`src/rtl/upower_decode_queue.sv`:
```
// uPOWER fetch queue: DEPTH-entry FIFO feeding a registered field decoder with valid/ready output.
// The head word is classified into XO/X/D/B/I/DS; fields unused by the format read as zero.
module upower_decode_queue #(
  parameter int unsigned DEPTH = 4,
  parameter int unsigned XLEN  = 64
) (
  input  logic            clk,
  input  logic            rst_n,
  input  logic            flush,
  input  logic            in_valid,
  input  logic [31:0]     in_instr,
  output logic            in_ready,
  output logic            out_valid,
  input  logic            out_ready,
  output logic [2:0]      fmt,
  output logic [5:0]      opcode,
  output logic [4:0]      rd,
  output logic [4:0]      rs,
  output logic [4:0]      rt,
  output logic [4:0]      bo,
  output logic [4:0]      bi,
  output logic [8:0]      xo9,
  output logic [9:0]      xo10,
  output logic            oe,
  output logic            rc,
  output logic            aa,
  output logic            lk,
  output logic [1:0]      xods,
  output logic [XLEN-1:0] si_ext,
  output logic [XLEN-1:0] bd_ext,
  output logic [XLEN-1:0] li_ext,
  output logic [XLEN-1:0] ds_ext,
  output logic [31:0]     raw
);

  localparam int unsigned AW = $clog2(DEPTH);
  localparam int unsigned CW = AW + 1;

  typedef enum logic [2:0] {
    FMT_XO = 3'd0,
    FMT_X  = 3'd1,
    FMT_D  = 3'd2,
    FMT_B  = 3'd3,
    FMT_I  = 3'd4,
    FMT_DS = 3'd5
  } fmt_e;

  typedef struct packed {
    logic [2:0]      fmt;
    logic [5:0]      opcode;
    logic [4:0]      rd;
    logic [4:0]      rs;
    logic [4:0]      rt;
    logic [4:0]      bo;
    logic [4:0]      bi;
    logic [8:0]      xo9;
    logic [9:0]      xo10;
    logic            oe;
    logic            rc;
    logic            aa;
    logic            lk;
    logic [1:0]      xods;
    logic [XLEN-1:0] si_ext;
    logic [XLEN-1:0] bd_ext;
    logic [XLEN-1:0] li_ext;
    logic [XLEN-1:0] ds_ext;
    logic [31:0]     raw;
  } dec_t;

  logic [31:0]   r_mem [DEPTH];
  logic [AW-1:0] r_wptr;
  logic [AW-1:0] r_rptr;
  logic [CW-1:0] r_count;
  logic          r_out_valid;
  dec_t          r_out;

  logic          w_full;
  logic          w_empty;
  logic          w_push;
  logic          w_load;
  logic [31:0]   w_head;
  logic [5:0]    w_op;
  dec_t          w_dec;

  assign w_full   = (r_count == CW'(DEPTH));
  assign w_empty  = (r_count == '0);
  // in_ready depends only on occupancy and reset, never on out_ready
  assign in_ready = rst_n & ~w_full;
  assign w_push   = in_valid & in_ready;
  assign w_load   = ~w_empty & (~r_out_valid | out_ready);
  assign w_head   = r_mem[r_rptr];
  assign w_op     = w_head[31:26];

  always_comb begin
    w_dec        = '0;
    w_dec.opcode = w_op;
    w_dec.raw    = w_head;
    if (w_op == 6'd31 && (w_head[9:1] == 9'd266 || w_head[9:1] == 9'd40)) begin
      w_dec.fmt = FMT_XO;
      w_dec.rd  = w_head[25:21];
      w_dec.rs  = w_head[20:16];
      w_dec.rt  = w_head[15:11];
      w_dec.oe  = w_head[10];
      w_dec.xo9 = w_head[9:1];
      w_dec.rc  = w_head[0];
    end else if (w_op == 6'd31) begin
      w_dec.fmt  = FMT_X;
      w_dec.rd   = w_head[25:21];
      w_dec.rs   = w_head[20:16];
      w_dec.rt   = w_head[15:11];
      w_dec.xo10 = w_head[10:1];
      w_dec.rc   = w_head[0];
    end else if (w_op inside {6'd14, 6'd15, 6'd23, 6'd24, 6'd26, 6'd28, 6'd32,
                              6'd34, 6'd36, 6'd37, 6'd38, 6'd40, 6'd42, 6'd44}) begin
      w_dec.fmt    = FMT_D;
      w_dec.rt     = w_head[25:21];
      w_dec.rd     = w_head[25:21];
      w_dec.rs     = w_head[20:16];
      w_dec.si_ext = {{(XLEN-16){w_head[15]}}, w_head[15:0]};
    end else if (w_op == 6'd19) begin
      w_dec.fmt    = FMT_B;
      w_dec.bo     = w_head[25:21];
      w_dec.bi     = w_head[20:16];
      w_dec.bd_ext = {{(XLEN-16){w_head[15]}}, w_head[15:2], 2'b00};
      w_dec.aa     = w_head[1];
      w_dec.lk     = w_head[0];
    end else if (w_op == 6'd18) begin
      w_dec.fmt    = FMT_I;
      w_dec.li_ext = {{(XLEN-26){w_head[25]}}, w_head[25:2], 2'b00};
      w_dec.aa     = w_head[1];
      w_dec.lk     = w_head[0];
    end else begin
      w_dec.fmt    = FMT_DS;
      w_dec.rd     = w_head[25:21];
      w_dec.rs     = w_head[20:16];
      w_dec.ds_ext = {{(XLEN-16){w_head[15]}}, w_head[15:2], 2'b00};
      w_dec.xods   = w_head[1:0];
    end
  end

  always_ff @(posedge clk) begin
    if (w_push && !flush) r_mem[r_wptr] <= in_instr;
  end

  always_ff @(posedge clk) begin
    if (!rst_n) begin
      r_wptr      <= '0;
      r_rptr      <= '0;
      r_count     <= '0;
      r_out_valid <= 1'b0;
      r_out       <= '0;
    end else if (flush) begin
      r_wptr      <= '0;
      r_rptr      <= '0;
      r_count     <= '0;
      r_out_valid <= 1'b0;
    end else begin
      if (w_push) r_wptr <= r_wptr + AW'(1);
      if (w_load) r_rptr <= r_rptr + AW'(1);
      case ({w_push, w_load})
        2'b10:   r_count <= r_count + CW'(1);
        2'b01:   r_count <= r_count - CW'(1);
        default: r_count <= r_count;
      endcase
      if (w_load) begin
        r_out       <= w_dec;
        r_out_valid <= 1'b1;
      end else if (out_ready) begin
        r_out_valid <= 1'b0;
      end
    end
  end

  assign out_valid = r_out_valid;
  assign fmt       = r_out.fmt;
  assign opcode    = r_out.opcode;
  assign rd        = r_out.rd;
  assign rs        = r_out.rs;
  assign rt        = r_out.rt;
  assign bo        = r_out.bo;
  assign bi        = r_out.bi;
  assign xo9       = r_out.xo9;
  assign xo10      = r_out.xo10;
  assign oe        = r_out.oe;
  assign rc        = r_out.rc;
  assign aa        = r_out.aa;
  assign lk        = r_out.lk;
  assign xods      = r_out.xods;
  assign si_ext    = r_out.si_ext;
  assign bd_ext    = r_out.bd_ext;
  assign li_ext    = r_out.li_ext;
  assign ds_ext    = r_out.ds_ext;
  assign raw       = r_out.raw;

endmodule
```
`config.mk`:
```
export PLATFORM = sky130hd
export DESIGN_NAME = upower_decode_queue
export DESIGN_NICKNAME = d
export VERILOG_FILES = /design/src/rtl/upower_decode_queue.sv
export SDC_FILE = /design/constraint.sdc
export NUM_CORES = 1
export LEC_CHECK = 0
export ABC_AREA = 1
export CAP_MARGIN = 25
export CORE_MARGIN = 10
export CORE_UTILIZATION = 51
export DETAILED_ROUTE_END_ITERATION = 12
export PLACE_DENSITY = 0.86
export SLEW_MARGIN = 20
export SYNTH_ARGS = -nofsm -noshare
export SYNTH_HDL_FRONTEND = slang
export SYNTH_SLANG_ARGS = --single-unit
```
`constraint.sdc`:
```
create_clock -name clk -period 4.7 [get_ports clk]
set_input_delay 0.705 -clock clk [delete_from_list [all_inputs] [get_ports clk]]
set_output_delay 0.705 -clock clk [all_outputs]
set_load 0.005 [all_outputs]
```
# Word-level counts from Yosys, hierarchy flattened
# Memory sizes are Yosys's and may differ from the RTL's. A register that Yosys moved wholly into a read port is not among the register bits.
# Index checks and enable logic that the tools add are counted.
# word_totals
register_bits	355
ram_bits	128
output_inout_bits	349
word_cells	110
memories	1
# memory_table
name	depth	word_bits	rd	rd_ports_with_merged_regs	write_ports	line_no	rtl
r_mem	4	32	1	1	1	70	logic [31:0] r_mem [DEPTH];
# classes
addsub	4
eq_ne	22
n_mux	41
bitwise	9
n_reduce_logical	10
# ops
cell	n
$mux 260	2
$mux 64	4
$mux 192	1
$mux 128	1
$mux 10	9
$eq 6x6->1 const B	8
$eq 6x5->1 const B	7
$mux 15	2
$reduce_bool 14->1	1
$eq 6x4->1 const B	2
$mux 2	6
$mux 3	4
$eq 9x6->1 const B	1
$eq 9x9->1 const B	1
$mux 9	1
$mux 1	8
$pmux 3 s2	1
$mux 5	1
$not 1->1	5
$add 2x1->2 const B	2
$mux 4	1
$reduce_bool 2->1	2
$add 3x1->3 const B	1
$and 1x1->1	3
other kinds (11)	12

# Depth between registers and ports, before layout
# Gate-level depths: netlist (run 1).
# logic_depth
word_depth	7
mapped_depth	16

# Worst setup path before layout (run 1)
# Ideal clock, no wire load.
# synth_timing
path_type	in2reg
startpoint	input rst_n
endpoint	memory r_mem[0][0] (enable)
arrival_ps	2556
t_required_ps	4279
slack_ps	1723
stages	4
path_buffers	0
path_cell_list	inv_1 > a31oi_1 > nand3_1 > nor2_1
# synth_between
elab_chain_cells	5
# synth_rtl
item	line_no	rtl
start, declared	8	input logic rst_n,
$and 1x1->1	88	assign in_ready = rst_n & ~w_full;
named net in_ready	12	output logic in_ready,
$and 1x1->1	89	assign w_push = in_valid & in_ready;
$logic_and 1x1->1	142	if (w_push && !flush) r_mem[r_wptr] <= in_instr;
$mux 1	142	
$mux 1 (not written as such)	142	
end, declared	70	
# The timed path passes the listed nets, and every way through them passes these cells.

==> flow_results.xml, run 1 <==
<?xml version="1.0" encoding="UTF-8"?>
<metrics>
  <group name="power">
    <metric name="static-leakage-power" unit="nW">5.765</metric>
    <metric name="power.switching_fraction" unit="">0.2467</metric>
    <metric name="power_report.internal_total" unit="mW">4.411</metric>
    <metric name="power_frac_clock" unit="">0.398</metric>
    <metric name="switching_power" unit="mW">1.444</metric>
    <metric name="worst_ir_drop_vdd" unit="uV">349.1</metric>
    <metric name="fraction_of_power_consumed_by_combinational_cells" unit="">0.129</metric>
    <metric name="pwr_density_cell" unit="nW/um2">361.3</metric>
    <metric name="seqPwrFrac" unit="">0.473</metric>
  </group>
  <group name="timing">
    <metric name="slew-limit-headroom" unit="">0.4722</metric>
    <metric name="finalHoldViolations" unit="">0</metric>
    <metric name="setup_total_negative_slack" unit="ps">0</metric>
    <metric name="max_freq" unit="MHz">312.4</metric>
    <metric name="timing_max_transition_violations_final" unit="">0</metric>
    <metric name="worst_pin_slew" unit="ps">789.9</metric>
    <metric name="report.final.setup_viol" unit="">0</metric>
    <metric name="post-route-period-util" unit="">0.6811</metric>
    <metric name="setup_ws" unit="ps">1499</metric>
    <metric name="finalClockSkew" unit="ps">23.79</metric>
    <metric name="final.min_clock_period" unit="ps">3201</metric>
    <metric name="rsz0062_at_grt" unit="">no</metric>
  </group>
  <group name="yosys">
    <metric name="synth_simple_gate_area_frac" unit="">0.1670</metric>
    <metric name="synth-warning-count" unit="">0</metric>
    <metric name="synth_adder_area_share" unit="">0.006486</metric>
    <metric name="syn_std_cell_area" unit="um2">12730</metric>
    <metric name="postSynthCellCount" unit="">1364</metric>
    <metric name="synth-compound-area-share" unit="">0.1016</metric>
    <metric name="yosys_register_bits" unit="">291</metric>
    <metric name="syn-mean-instance-area" unit="um2">9.334</metric>
    <metric name="post_synth_mux_area_share" unit="">0</metric>
    <metric name="synth_top_family_by_area" unit="">simple AND/OR/NAND/NOR gates</metric>
    <metric name="synth_sequential_area_ratio" unit="">0.5582</metric>
    <metric name="yosysUniqueCellTypes" unit="">39</metric>
    <metric name="post_synthesis_share_of_cell_area_spent_on_xor_and_xnor_gates" unit="">0</metric>
  </group>
  <group name="final_layout">
    <metric name="postLayoutCellArea" unit="um2">16210</metric>
    <metric name="final-seq-area" unit="um2">7109</metric>
    <metric name="synthToLayoutAreaGrowth" unit="%">27.28</metric>
    <metric name="antenna-diode-count" unit="">0</metric>
    <metric name="final_net_count" unit="">1572</metric>
    <metric name="num-fill-cells" unit="">1832</metric>
    <metric name="layout.cells.most_common_list" unit="">sky130_fd_sc_hd__clkdlybuf4s50_1 (379), sky130_fd_sc_hd__nand2_1 (311), sky130_fd_sc_hd__a21oi_1 (168), sky130_fd_sc_hd__dfxtp_1 (161), sky130_fd_sc_hd__edfxtp_1 (128)</metric>
    <metric name="drive_above_1_share" unit="">0.06834</metric>
    <metric name="layout.cells.non_filler" unit="">1875</metric>
    <metric name="multiInputGateArea" unit="um2">3542</metric>
    <metric name="most_common_cell_after_layout_fill_and_taps_aside" unit="">sky130_fd_sc_hd__clkdlybuf4s50_1</metric>
  </group>
  <group name="drt">
    <metric name="first_iter_violations" unit="">1021</metric>
    <metric name="route.antenna.remaining_nets" unit="">0</metric>
    <metric name="route.detailed.wl_per_inst" unit="um">20.75</metric>
    <metric name="viasPerCell" unit="">5.356</metric>
    <metric name="detail_route.drc_violations" unit="">0</metric>
    <metric name="vias" unit="">10040</metric>
    <metric name="drt-total-wl" unit="um">38900</metric>
    <metric name="drt-pass1-iter-count" unit="">7</metric>
  </group>
  <group name="clock_tree">
    <metric name="cts_made_buffers" unit="">28</metric>
    <metric name="cts_root_buffer" unit="">sky130_fd_sc_hd__clkbuf_16</metric>
    <metric name="htreeDepth" unit="">1</metric>
    <metric name="cts.path.max_buffers" unit="">3</metric>
    <metric name="insertion_delay_of_the_later_clocked_pin_in_the_worst_skew_pair" unit="ps">550</metric>
    <metric name="clock_sinks" unit="">291</metric>
    <metric name="clk_pin_slew" unit="ps">60</metric>
    <metric name="cts-hold-fix-buffers" unit="">0</metric>
    <metric name="post_cts_buffers" unit="">0</metric>
    <metric name="postCtsResizedCells" unit="">0</metric>
    <metric name="tritoncts" unit="">built</metric>
  </group>
  <group name="floorplan">
    <metric name="design.core.area" unit="um2">24460</metric>
    <metric name="die-height" unit="um">178.0</metric>
    <metric name="io-pin-count" unit="">386</metric>
    <metric name="core.rowCount" unit="">57</metric>
    <metric name="die_outline_width" unit="um">178.0</metric>
    <metric name="floorplan.initialDensity" unit="">0.5205</metric>
    <metric name="die_area" unit="um2">31690</metric>
  </group>
  <group name="placement">
    <metric name="place_inst" unit="">1823</metric>
    <metric name="half_perimeter_wire_length_after_placement" unit="um">27450</metric>
    <metric name="buffer_ports.inserted" unit="">379</metric>
    <metric name="detailed_place.area" unit="um2">15230</metric>
    <metric name="post-place-ws" unit="ps">1471</metric>
    <metric name="gp_routability_congestion" unit="">0.8663</metric>
  </group>
  <group name="hold_path">
    <metric name="path_class_of_the_lowest_slack_min_delay_path" unit="">flip-flop to flip-flop</metric>
  </group>
  <group name="grt">
    <metric name="first_pass_grt_wire_length" unit="um">56650</metric>
    <metric name="first_global_vias" unit="">9529</metric>
    <metric name="antenna_found_initial" unit="">1</metric>
    <metric name="overflow" unit="">0</metric>
    <metric name="maximum_number_of_pins_on_one_net_before_global_route_repair" unit="">74</metric>
    <metric name="track_usage" unit="">0.2270</metric>
  </group>
  <group name="setup_path">
    <metric name="required_time_at_the_worst_slack_endpoint" unit="ps">5100</metric>
    <metric name="cp_endpoint_kind" unit="">flip-flop</metric>
    <metric name="critPathMaxFanout" unit="">41</metric>
    <metric name="critical_path_start_type" unit="">flip-flop</metric>
    <metric name="worst-setup-path-type" unit="">flip-flop to flip-flop</metric>
    <metric name="cp.arrival" unit="ps">3600</metric>
  </group>
  <group name="flow_run">
    <metric name="max_cap_violations" unit="">0</metric>
  </group>
  <group name="outcome">
    <metric name="status" unit="">finished, final reports clean</metric>
  </group>
</metrics>
cells in the mapped netlist:
library cell	count	area (um2)
sky130_fd_sc_hd__nor2_1	109	409.1
sky130_fd_sc_hd__nand2_2	11	68.82
sky130_fd_sc_hd__nand2_1	311	1167
sky130_fd_sc_hd__o21bai_1	1	7.510
sky130_fd_sc_hd__buf_4	203	1524
sky130_fd_sc_hd__nand3_4	1	17.52
sky130_fd_sc_hd__o21ai_2	1	8.760
sky130_fd_sc_hd__buf_2	13	65.06
sky130_fd_sc_hd__nand3_1	38	190.2
sky130_fd_sc_hd__dfxtp_1	163	3263
sky130_fd_sc_hd__nor2_2	4	25.02
sky130_fd_sc_hd__nor2_4	4	45.04
sky130_fd_sc_hd__a32oi_1	3	26.28
sky130_fd_sc_hd__a32o_1	5	50.05
sky130_fd_sc_hd__a21oi_1	168	840.8
sky130_fd_sc_hd__ha_1	5	62.56
sky130_fd_sc_hd__o21ai_0	48	240.2
sky130_fd_sc_hd__o21ai_1	1	5.000
sky130_fd_sc_hd__a211oi_1	1	7.510
sky130_fd_sc_hd__o22a_1	2	17.52
sky130_fd_sc_hd__o211ai_1	1	7.510
sky130_fd_sc_hd__nand4_1	19	118.9
sky130_fd_sc_hd__edfxtp_1	128	3844
sky130_fd_sc_hd__buf_1	5	18.77
sky130_fd_sc_hd__a32oi_2	1	16.27
sky130_fd_sc_hd__inv_2	5	18.77
sky130_fd_sc_hd__inv_6	1	8.760
sky130_fd_sc_hd__nand2_4	3	33.78
sky130_fd_sc_hd__nand3b_4	1	20.02
sky130_fd_sc_hd__fa_1	1	20.02
sky130_fd_sc_hd__buf_8	4	60.06
sky130_fd_sc_hd__a22oi_1	3	22.52
sky130_fd_sc_hd__buf_6	12	135.1
sky130_fd_sc_hd__conb_1	1	3.750
sky130_fd_sc_hd__inv_1	48	180.2
sky130_fd_sc_hd__clkbuf_1	29	108.9
sky130_fd_sc_hd__o22ai_1	6	37.54
sky130_fd_sc_hd__a31oi_1	1	6.260
sky130_fd_sc_hd__nand3_2	3	30.03
sequential cells by signal (all words and copies together), names as in the netlist, 6 cells and up, named ones only:
| register | cells |
|---|---|
| opcode | 6 |
| raw | 26 |
| bd_ext | 14 |
| si_ext | 16 |
| xo9 | 9 |
| r_mem | 128 |
| li_ext | 24 |
| ds_ext | 14 |
| xo10 | 10 |
cells by family after synthesis:
kind of cell | count (synthesis)
adder cells (fa/ha/maj) | 6
AO/OA/AOI/OAI | 242
AND/OR/NAND/NOR | 504
flip-flops | 291
buffers and inverters | 320
other | 1
power by group through the flow:
stage	clock [mW]	combinational (mW)	sequential [mW]
final	2.33	0.757	2.77
after global routing	2.45	0.813	2.77
after CTS	2.35	0.753	2.77
after detailed placement	0	0.744	2.82
after global placement	0	0.726	2.82
after floorplan	0	0.444	2.82
stage by stage:
stage	power, mW	hold WS, ps	utilization
global placement	3.544	427.1	0.6217
floorplan	3.260	435.5	-
global route	6.040	471.7	0.6625
detailed placement	3.564	428.7	0.6228
finish	5.855	444.1	0.6625
CTS	5.872	448.4	0.6624
worst max-delay path: stages, from the launching register on:
cell and delay [ps]:
sky130_fd_sc_hd__dfxtp_1 310, sky130_fd_sc_hd__buf_4 240, sky130_fd_sc_hd__inv_2 600, sky130_fd_sc_hd__nand3_1 270
sky130_fd_sc_hd__nand2_4 190, sky130_fd_sc_hd__inv_2 60, sky130_fd_sc_hd__nand2_1 100, sky130_fd_sc_hd__nor2_2 50
sky130_fd_sc_hd__nand2_1 50, sky130_fd_sc_hd__nand3_1 70, sky130_fd_sc_hd__nor2_2 230, sky130_fd_sc_hd__buf_4 280
sky130_fd_sc_hd__nand2_2 330, sky130_fd_sc_hd__nand2_1 180, sky130_fd_sc_hd__a21oi_1 70
final timing paths:
path	to	cells after the start	start	slack, ps
max	si_ext[8]	14	flip-flop	1500
min reg2reg	xo9[7]	2	xo9[7]	440
max reg2reg	si_ext[8]	14	flip-flop	1500
min	xo9[7]	2	xo9[7]	440
layout make-up:
class                           count  share of cell area
Clock buffer                       40             0.05111
Sequential cell                   291              0.4387
Clock inverter                     12            0.008725
Inverter                           54             0.01313
Multi-Input combinational cell    758              0.2186
Tap cell                          324             0.02502
Timing Repair Buffer              396              0.2448
routing by layer:
layer,share of wire,global-route usage
met5,0.00033,0
met4,0.038,0.08197
met3,0.11,0.04926
met2,0.52,0.4161
met1,0.34,0.2528
Power figures use the tool's default switching activity.
==> inputs of run 2 (changes only) <==
--- a/config.mk
+++ b/config.mk
@@ -8,9 +8,9 @@
 export ABC_AREA = 1
 export CAP_MARGIN = 25
 export CORE_MARGIN = 10
-export CORE_UTILIZATION = 51
+export CORE_UTILIZATION = 47
 export DETAILED_ROUTE_END_ITERATION = 12
-export PLACE_DENSITY = 0.86
+export PLACE_DENSITY = 0.8
 export SLEW_MARGIN = 20
 export SYNTH_ARGS = -nofsm -noshare
 export SYNTH_HDL_FRONTEND = slang
==> constraint.sdc (replaced) <==
create_clock -name clk -period 3.3 [get_ports clk]
set_input_delay 0.495 -clock clk [delete_from_list [all_inputs] [get_ports clk]]
set_output_delay 0.495 -clock clk [all_outputs]
set_load 0.005 [all_outputs]
==> flow_results.xml, run 2 (synthesized netlist as in run 1, its figures left out) <==
<?xml version="1.0" encoding="UTF-8"?>
<metrics>
  <group name="setup_path">
    <metric name="reg2reg_depth" unit="">13</metric>
    <metric name="cp_top_family" unit="">simple AND/OR/NAND/NOR gates</metric>
    <metric name="cp_num_buf_inv" unit="">2</metric>
    <metric name="rrSetupSlack" unit="ps">690</metric>
    <metric name="timing.rr.end" unit="">si_ext[6]</metric>
    <metric name="crit_path_max_incr_delay" unit="ps">520</metric>
    <metric name="required_time_at_the_worst_slack_endpoint" unit="ps">3730</metric>
    <metric name="cp.arrival" unit="ps">3030</metric>
    <metric name="path_cells" unit="">inv_6 &gt; nand2_1 &gt; nand3_1 &gt; nand2_2 &gt; inv_1 &gt; nand2_1 &gt; nor2_1 &gt; nor2_1 &gt; nand2_1 &gt; nand2_2 &gt; nand2_2 &gt; nand2_1 &gt; a21oi_1</metric>
    <metric name="critical_path_start_type" unit="">flip-flop</metric>
    <metric name="cp_endpoint_kind" unit="">flip-flop</metric>
    <metric name="critPathMaxFanout" unit="">61</metric>
    <metric name="critical-path-slowest-cell" unit="">sky130_fd_sc_hd__dfxtp_2</metric>
    <metric name="most_frequent_cp_cell" unit="">sky130_fd_sc_hd__nand2_1</metric>
    <metric name="worst-setup-path-type" unit="">flip-flop to flip-flop</metric>
  </group>
  <group name="final_layout">
    <metric name="synthToLayoutAreaGrowth" unit="%">28.77</metric>
    <metric name="final-seq-area" unit="um2">7108</metric>
    <metric name="layout.cells.non_filler" unit="">1911</metric>
    <metric name="final_net_count" unit="">1587</metric>
    <metric name="drive_above_1_share" unit="">0.08094</metric>
    <metric name="multiInputGateArea" unit="um2">3542</metric>
    <metric name="largest_register_by_flop_count" unit="">r_mem</metric>
    <metric name="layout.cells.most_common_list" unit="">sky130_fd_sc_hd__clkdlybuf4s50_1 (379), sky130_fd_sc_hd__nand2_1 (311), sky130_fd_sc_hd__a21oi_1 (168), sky130_fd_sc_hd__dfxtp_1 (162), sky130_fd_sc_hd__edfxtp_1 (128)</metric>
    <metric name="largest_reg_flops" unit="">128</metric>
    <metric name="most_common_cell_after_layout_fill_and_taps_aside" unit="">sky130_fd_sc_hd__clkdlybuf4s50_1</metric>
    <metric name="num-fill-cells" unit="">2179</metric>
    <metric name="final_core_utilization" unit="">0.6118</metric>
  </group>
  <group name="clock_tree">
    <metric name="insertion_delay_of_the_later_clocked_pin_in_the_worst_skew_pair" unit="ps">580</metric>
    <metric name="cts_root_buffer" unit="">sky130_fd_sc_hd__clkbuf_16</metric>
    <metric name="htreeDepth" unit="">1</metric>
    <metric name="post_cts_buffers" unit="">0</metric>
    <metric name="tritoncts" unit="">built</metric>
    <metric name="cts-hold-fix-buffers" unit="">0</metric>
    <metric name="cts_made_buffers" unit="">31</metric>
    <metric name="postCtsResizedCells" unit="">0</metric>
    <metric name="cts.path.max_buffers" unit="">3</metric>
    <metric name="clk_pin_slew" unit="ps">60</metric>
    <metric name="clock_sinks" unit="">291</metric>
  </group>
  <group name="grt">
    <metric name="antenna_found_initial" unit="">4</metric>
    <metric name="first_global_vias" unit="">9346</metric>
    <metric name="track_usage" unit="">0.2059</metric>
    <metric name="first_pass_grt_wire_length" unit="um">55190</metric>
    <metric name="maximum_number_of_pins_on_one_net_before_global_route_repair" unit="">89</metric>
    <metric name="overflow" unit="">0</metric>
  </group>
  <group name="placement">
    <metric name="gp_routability_congestion" unit="">0.8889</metric>
    <metric name="place_inst" unit="">1852</metric>
    <metric name="half_perimeter_wire_length_after_placement" unit="um">27620</metric>
    <metric name="buffer_ports.inserted" unit="">379</metric>
  </group>
  <group name="timing">
    <metric name="report.final.setup_viol" unit="">0</metric>
    <metric name="rsz0062_at_grt" unit="">no</metric>
    <metric name="finalClockSkew" unit="ps">29.90</metric>
    <metric name="max_freq" unit="MHz">383.7</metric>
    <metric name="slew-limit-headroom" unit="">0.3618</metric>
    <metric name="setup_total_negative_slack" unit="ps">0</metric>
    <metric name="final.min_clock_period" unit="ps">2606</metric>
    <metric name="post-route-period-util" unit="">0.7898</metric>
    <metric name="timing_max_transition_violations_final" unit="">0</metric>
    <metric name="finalHoldViolations" unit="">0</metric>
    <metric name="worst_pin_slew" unit="ps">947.3</metric>
  </group>
  <group name="drt">
    <metric name="route.antenna.remaining_nets" unit="">0</metric>
    <metric name="vias" unit="">9887</metric>
    <metric name="drt-pass1-iter-count" unit="">6</metric>
    <metric name="drt-total-wl" unit="um">37840</metric>
    <metric name="first_iter_violations" unit="">1018</metric>
    <metric name="viasPerCell" unit="">5.174</metric>
    <metric name="detail_route.drc_violations" unit="">0</metric>
    <metric name="route.detailed.wl_per_inst" unit="um">19.80</metric>
  </group>
  <group name="power">
    <metric name="switching_power" unit="mW">2.190</metric>
    <metric name="power_frac_clock" unit="">0.418</metric>
    <metric name="fraction_of_power_consumed_by_combinational_cells" unit="">0.126</metric>
    <metric name="pwr_density_cell" unit="nW/um2">526.8</metric>
    <metric name="power.switching_fraction" unit="">0.2535</metric>
    <metric name="seqPwrFrac" unit="">0.455</metric>
    <metric name="power_report.internal_total" unit="mW">6.448</metric>
    <metric name="worst_ir_drop_vdd" unit="uV">409.3</metric>
    <metric name="static-leakage-power" unit="nW">5.842</metric>
  </group>
  <group name="hold_path">
    <metric name="worst_hold_startpoint" unit="">xo9[4]</metric>
    <metric name="path_class_of_the_lowest_slack_min_delay_path" unit="">flip-flop to flip-flop</metric>
    <metric name="hold_path_depth" unit="">2</metric>
    <metric name="hold-path-endpoint" unit="">xo9[4]</metric>
  </group>
  <group name="outcome">
    <metric name="status" unit="">finished, final reports clean</metric>
  </group>
  <group name="flow_run">
    <metric name="max_cap_violations" unit="">0</metric>
  </group>
  <group name="floorplan">
    <metric name="die_outline_width" unit="um">184.6</metric>
    <metric name="floorplan.initialDensity" unit="">0.4751</metric>
    <metric name="die_area" unit="um2">34070</metric>
    <metric name="design.core.area" unit="um2">26800</metric>
    <metric name="core.rowCount" unit="">60</metric>
    <metric name="io-pin-count" unit="">386</metric>
    <metric name="die-height" unit="um">184.6</metric>
  </group>
</metrics>
[run 2: how the worst max path moves through the flow]
stage	cells past startpoint	to	slack [ps]
after global routing	12	si_ext[6]	440
after global placement	8	raw[24]	670
after floorplan	4	r_mem[0][0]	530
final	13	si_ext[6]	690
after CTS	13	si_ext[6]	680
after detailed placement	10	r_count[1]	660
[run 2: tightest hold or removal path: stages, from the launching register on]
cell and delay, ps:
sky130_fd_sc_hd__dfxtp_1 310, sky130_fd_sc_hd__nand2_1 60, sky130_fd_sc_hd__nor2_1 30
[run 2: area by class of cell]
| class | instances | area share |
|---|---|---|
| timing repair buffer | 408 | 0.2454 |
| sequential | 291 | 0.4335 |
| clock inverter | 25 | 0.01809 |
| tap | 341 | 0.02602 |
| multi-input combinational | 758 | 0.2160 |
| antenna | 1 | 0.0001526 |
| inverter | 54 | 0.01297 |
| clock buffer | 33 | 0.04777 |
[run 2: stage by stage]
stage	worst slack [ps]	hold slack (ps)	instance area, um2	power (mW)
floorplan	532.5	435.5	12750	4.643
global placement	673.7	427.2	15310	5.062
detailed placement	658.9	430.8	15310	5.090
CTS	679.2	442.0	16390	8.685
global route	444.5	445.7	16390	8.931
finish	693.5	438.6	16400	8.638
[run 2: layer usage]
layer	GRT usage	part of all wire
met1	0.2375	0.37
met5	0	0.0012
met3	0.06458	0.11
met2	0.3493	0.49
met4	0.07866	0.036
[run 2: power groups by stage]
stage / Clock, mW / Sequential (mW) / Combinational (mW)
2_1_floorplan: 0 / 4.01 / 0.632
3_3_place_gp: 0 / 4.01 / 1.06
3_5_place_dp: 0 / 4.01 / 1.08
4_1_cts: 3.66 / 3.93 / 1.09
5_1_grt: 3.80 / 3.94 / 1.19
6_report: 3.61 / 3.93 / 1.09
==> patch 1 (config.mk and constraints of run 1) <==
Change the parameter `XLEN` from 64 to 32.
--- a/src/rtl/upower_decode_queue.sv
+++ b/src/rtl/upower_decode_queue.sv
@@ -3,5 +3,5 @@
 module upower_decode_queue #(
   parameter int unsigned DEPTH = 4,
-  parameter int unsigned XLEN  = 64
+  parameter int unsigned XLEN  = 32
 ) (
   input  logic            clk,
Ports: changed (resized bd_ext, ds_ext, li_ext and si_ext); port bits go from 386 to 258. No check against the original RTL was run, so the function may have changed too.
==> patch 1 against run 1 <==
  * Routed wire length is 16% lower
  * Core utilization fell by 0.99 points
  * Final area down 9.1%
  * Total power decreased by 4.3%
  * Global-route usage shrank 2.0 points
  * Synthesized area is 8.2% lower
  * First-iteration DRC count up 12%
  * Die area decreased by 7.3%
  * Largest power group unchanged
  * Worst setup slack worse by 0.033 ns
  * Sequential cell count unchanged
==> patch 1: results (changes against run 1) <==
num_vias: 9159  # -8.8%
layout-drive-gt1-share_pct: 8.82  # +2.0 points
clk_latency_ns: 0.54
syn_inst: 1230  # -9.8%
fin_nets: 1441  # -8.3%
clock_skew_ns: 0.0169  # -0.00691 ns
dr.pass1.iters: 6  # -1
io_buffers: 251  # -34%
wl_per_cell_um: 19.1  # -7.7%
top_register: "r_mem"
hold_class: "reg2reg"
critPathSlowestCell: "dfxtp_2"
max_stage_delay_ns: 0.69  # +0.09 ns
ys.flop_type: "dfxtp_1"
wl_met2_um: 16100  # -20%
cp_max_fo: 62  # +51%
gr-usage-all-layers_pct: 20.7  # -2.0 points
outcome: "complete, no violations"
htree_levels: 1  # unchanged
synth_seq_area_share_pct: 60.8  # +5.0 points
place_area_mm2: 0.0138  # -9.1%
yosysWarnings: 0  # unchanged
clockBufferDepth: 3  # unchanged
cts_setup_buffers: 0  # unchanged
p_leak_nw: 5.24  # -9.0%
relSlewSlack_pct: 42.0  # -5.2 points
dp.cells: 1653  # -9.3%
hpwl_um: 22900  # -16%
async_reset_ff_share_pct: 0  # unchanged
max-vdd-ir-drop_mv: 0.320  # -8.5%
gpl.final_weighted_congestion: 0.842  # -2.8%
cts_buffers: 28  # unchanged
dr.first_iter.drc_count: 1142  # +12%
startpoint_type: "flop"
synth_edf_count: 128  # unchanged
route.top_layer_used: "met4"
ys_types: 41  # +5.1%
synthTopCellsByCount: "nand2_1, dfxtp_1, a21oi_1"
grt_max_degree: 86  # +16%
routed_wl_um: 32600  # -16%
crit_family: "simple AND/OR/NAND/NOR gates"
grt_pass1_wl_um: 48100  # -15%
synth_area_leaders: "edfxtp_1, dfxtp_1, nand2_1"
grt_pass1_vias: 8571  # -10%
met3_length_um: 2880  # -30%
antenna_found_initial: 1  # unchanged
wl_met1_um: 12700  # -4.5%
==> patch 1: cell count changes after synthesis, moves of 5 or more <==
| cell | before | now |
|---|---|---|
| nand2_2 | 11 | 18 |
| nand4_1 | 19 | 1 |
| a21oi_1 | 168 | 154 |
| buf_6 | 12 | 6 |
| o21ai_0 | 48 | 59 |
| nor2_1 | 109 | 104 |
| clkbuf_1 | 29 | 39 |
| a32o_1 | 5 | 0 |
| nand2_1 | 311 | 322 |
| buf_4 | 203 | 73 |
| nor2_2 | 4 | 15 |
| a21oi_2 | 0 | 11 |
| nand3_1 | 38 | 22 |
| o22ai_1 | 6 | 15 |
==> patch 1: tightest hold or removal path: stages (launching register included) <==
cell     delay [ns]
dfxtp_1        0.31
nand2_1        0.06
nor2_1         0.03
==> patch 1: power breakdown <==
part           switching, mW  total [mW]  internal (mW)
logic                  0.406       0.669          0.263
clock network          0.915        2.16           1.25
registers             0.0560        2.77           2.71
total                   1.38        5.60           4.22
==> patch 1: final timing paths <==
check	endpoint	slack (ns)	depth (start not counted)
worst min register to register	xo9[7]$_SDFFE_PN0P_	0.44	2
worst min-delay path	xo9[7]$_SDFFE_PN0P_	0.44	2
worst max register to register	fmt[2]$_SDFFE_PN0P_	1.47	12
worst max-delay path	fmt[2]$_SDFFE_PN0P_	1.47	12
==> patch 1: cells by family after synthesis <==
kind of cell | Yosys count | share of synthesized area [%]
fa+ha+maj | 6 | 0.707
flops | 291 | 60.8
compound gates | 255 | 12.0
buf+inv | 187 | 9.13
other cells | 1 | 0.0321
simple gates | 490 | 17.3
==> patch 1: per-layer routing <==
layer  GRT usage, %  vias to the layer above
met4           7.90                        0
li1               -                     4335
met2           35.6                      425
met5              0                        -
met3           3.80                       59
met1           25.3                     4340
==> patch 1: cell type report <==
cell class                      count  area, µm²
Antenna cell                        1       2.50
Clock buffer                       41        811
Clock inverter                      9       75.1
Fill cell                        1725       7840
Inverter                           56        228
Multi-Input combinational cell    757       3540
Sequential cell                   291       7110
Tap cell                          285        357
Timing Repair Buffer              264       2610
==> patch 1: stage by stage <==
step                worst slack (ns)  power [mW]  util, %
floorplan                       1.49        3.21        -
global placement                1.52        3.47     61.3
detailed placement              1.46        3.49     61.3
CTS                             1.52        5.62     65.2
global route                    1.22        5.78     65.3
finish                          1.47        5.60     65.3
==> patch 2 (config.mk and constraints of run 1) <==
Without the edit above. Make the reset (`rst_n`) asynchronous in one clocked block.
--- a/src/rtl/upower_decode_queue.sv
+++ b/src/rtl/upower_decode_queue.sv
@@ -143,5 +143,5 @@
   end
 
-  always_ff @(posedge clk) begin
+  always_ff @(posedge clk or negedge rst_n) begin
     if (!rst_n) begin
       r_wptr      <= '0;
Behaviour: not the same (Yosys sat finds a counterexample within 4 cycles, from zero or initial values and one cycle with rst_n low; the reset may be asserted at any time).
==> patch 2 against run 1 <==
  * Synthesized area is 1.5% higher
  * First-iteration DRC count down 15%
  * Count of clock-buffer cells in the layout down 5
  * Cell count is 3.1% lower
  * Synthesized cell count decreased by 6.7%
  * Routed wire length fell by 2.5%
  * Die area increased by 1.4%
  * Sequential cell count down 2
  * Final area rose by 1.9%
  * Worst setup slack improved by 0.22 ns
Power is not compared: it rests on default switching activity, and its combinational part moved more than twofold at a synthesized area within 25%.
==> patch 2: results (changes against run 1) <==
async_reset_ff_share_pct: 55.7  # +56 points
use_met2_pct: 38.2  # -3.4 points
ys_types: 42  # +7.7%
synth_seq_area_share_pct: 60.9  # +5.1 points
critPathSlowestCell: "dfrtp_2"
fin_nets: 1505  # -4.3%
grt_pass1_wl_um: 54700  # -3.4%
rr_worst_depth: 12  # -2
outcome: "complete, no violations"
wl_per_cell_um: 20.9  # +0.65%
grt_pass1_vias: 9479  # -0.52%
dr.first_iter.drc_count: 864  # -15%
hpwl_um: 27000  # -1.5%
routed_via_density: 5.23  # -2.3%
synthTopCellsByCount: "nand2_1, buf_4, dfrtp_1"
endpoint: "xods[1]$_DFFE_PN0P_"
fillers: 1827  # -0.27%
grt_max_degree: 86  # +16%
dr.pass1.iters: 5  # -2
gr-usage-all-layers_pct: 21.8  # -0.86 points
synth_area_leaders: "dfrtp_1, edfxtp_1, buf_4"
layoutNonFillerInstCount: 1816  # -3.1%
use_met1_pct: 25.1  # -0.15 points
layout-drive-gt1-share_pct: 7.07  # +0.23 points
ys.flop_type: "dfrtp_1"
-- patch 2: changes by cell type after synthesis, moves of 38 or more --
cell / before / now
a21oi_1: 168 / 9
dfrtp_1: 0 / 161
dfxtp_1: 163 / 0
nand2_1: 311 / 356
nor2_1: 109 / 71
o21ai_0: 48 / 125
-- patch 2: area by class of cell --
cell class	instances	area (µm²)	area share [%]
Multi-Input combinational cell	683	3100	18.8
Sequential cell	289	7880	47.7
Inverter	62	243	1.47
Clock buffer	35	748	4.53
Timing Repair Buffer	398	3960	24.0
Tap cell	330	413	2.50
Clock inverter	19	174	1.05
-- patch 2: through the flow --
| stage | utilization [%] | cell area (µm²) | total power, mW | hold WS, ns | setup WS [ns] |
|---|---|---|---|---|---|
| 2_1_floorplan | - | 12900 | 5.66 | 0.409 | 1.71 |
| 3_3_place_gp | 62.1 | 15600 | 7.27 | 0.447 | 1.80 |
| 3_5_place_dp | 62.1 | 15600 | 7.41 | 0.451 | 1.73 |
| 4_1_cts | 65.9 | 16500 | 9.66 | 0.468 | 1.64 |
| 5_1_grt | 66.0 | 16500 | 10.1 | 0.500 | 1.51 |
| 6_report | 66.0 | 16500 | 9.61 | 0.465 | 1.72 |
-- patch 2: per-layer routing --
metal | vias up | wire length, µm
met5 | - | 0
met4 | 0 | 1250
met1 | 4587 | 13500
met2 | 517 | 19100
li1 | 4317 | -
met3 | 85 | 4120
-- patch 2: timing repair --
| action | 4_1_cts | 5_1_grt |
|---|---|---|
| hold buffers | 1 | 0 |
| gates resized for setup | 0 | 0 |
| hold endpoints to repair | 14 | 0 |
-- patch 2: power by group --
group | switching, mW | internal, mW
Combinational | 2.09 | 1.90
Sequential | 0.302 | 3.07
Clock | 0.948 | 1.30
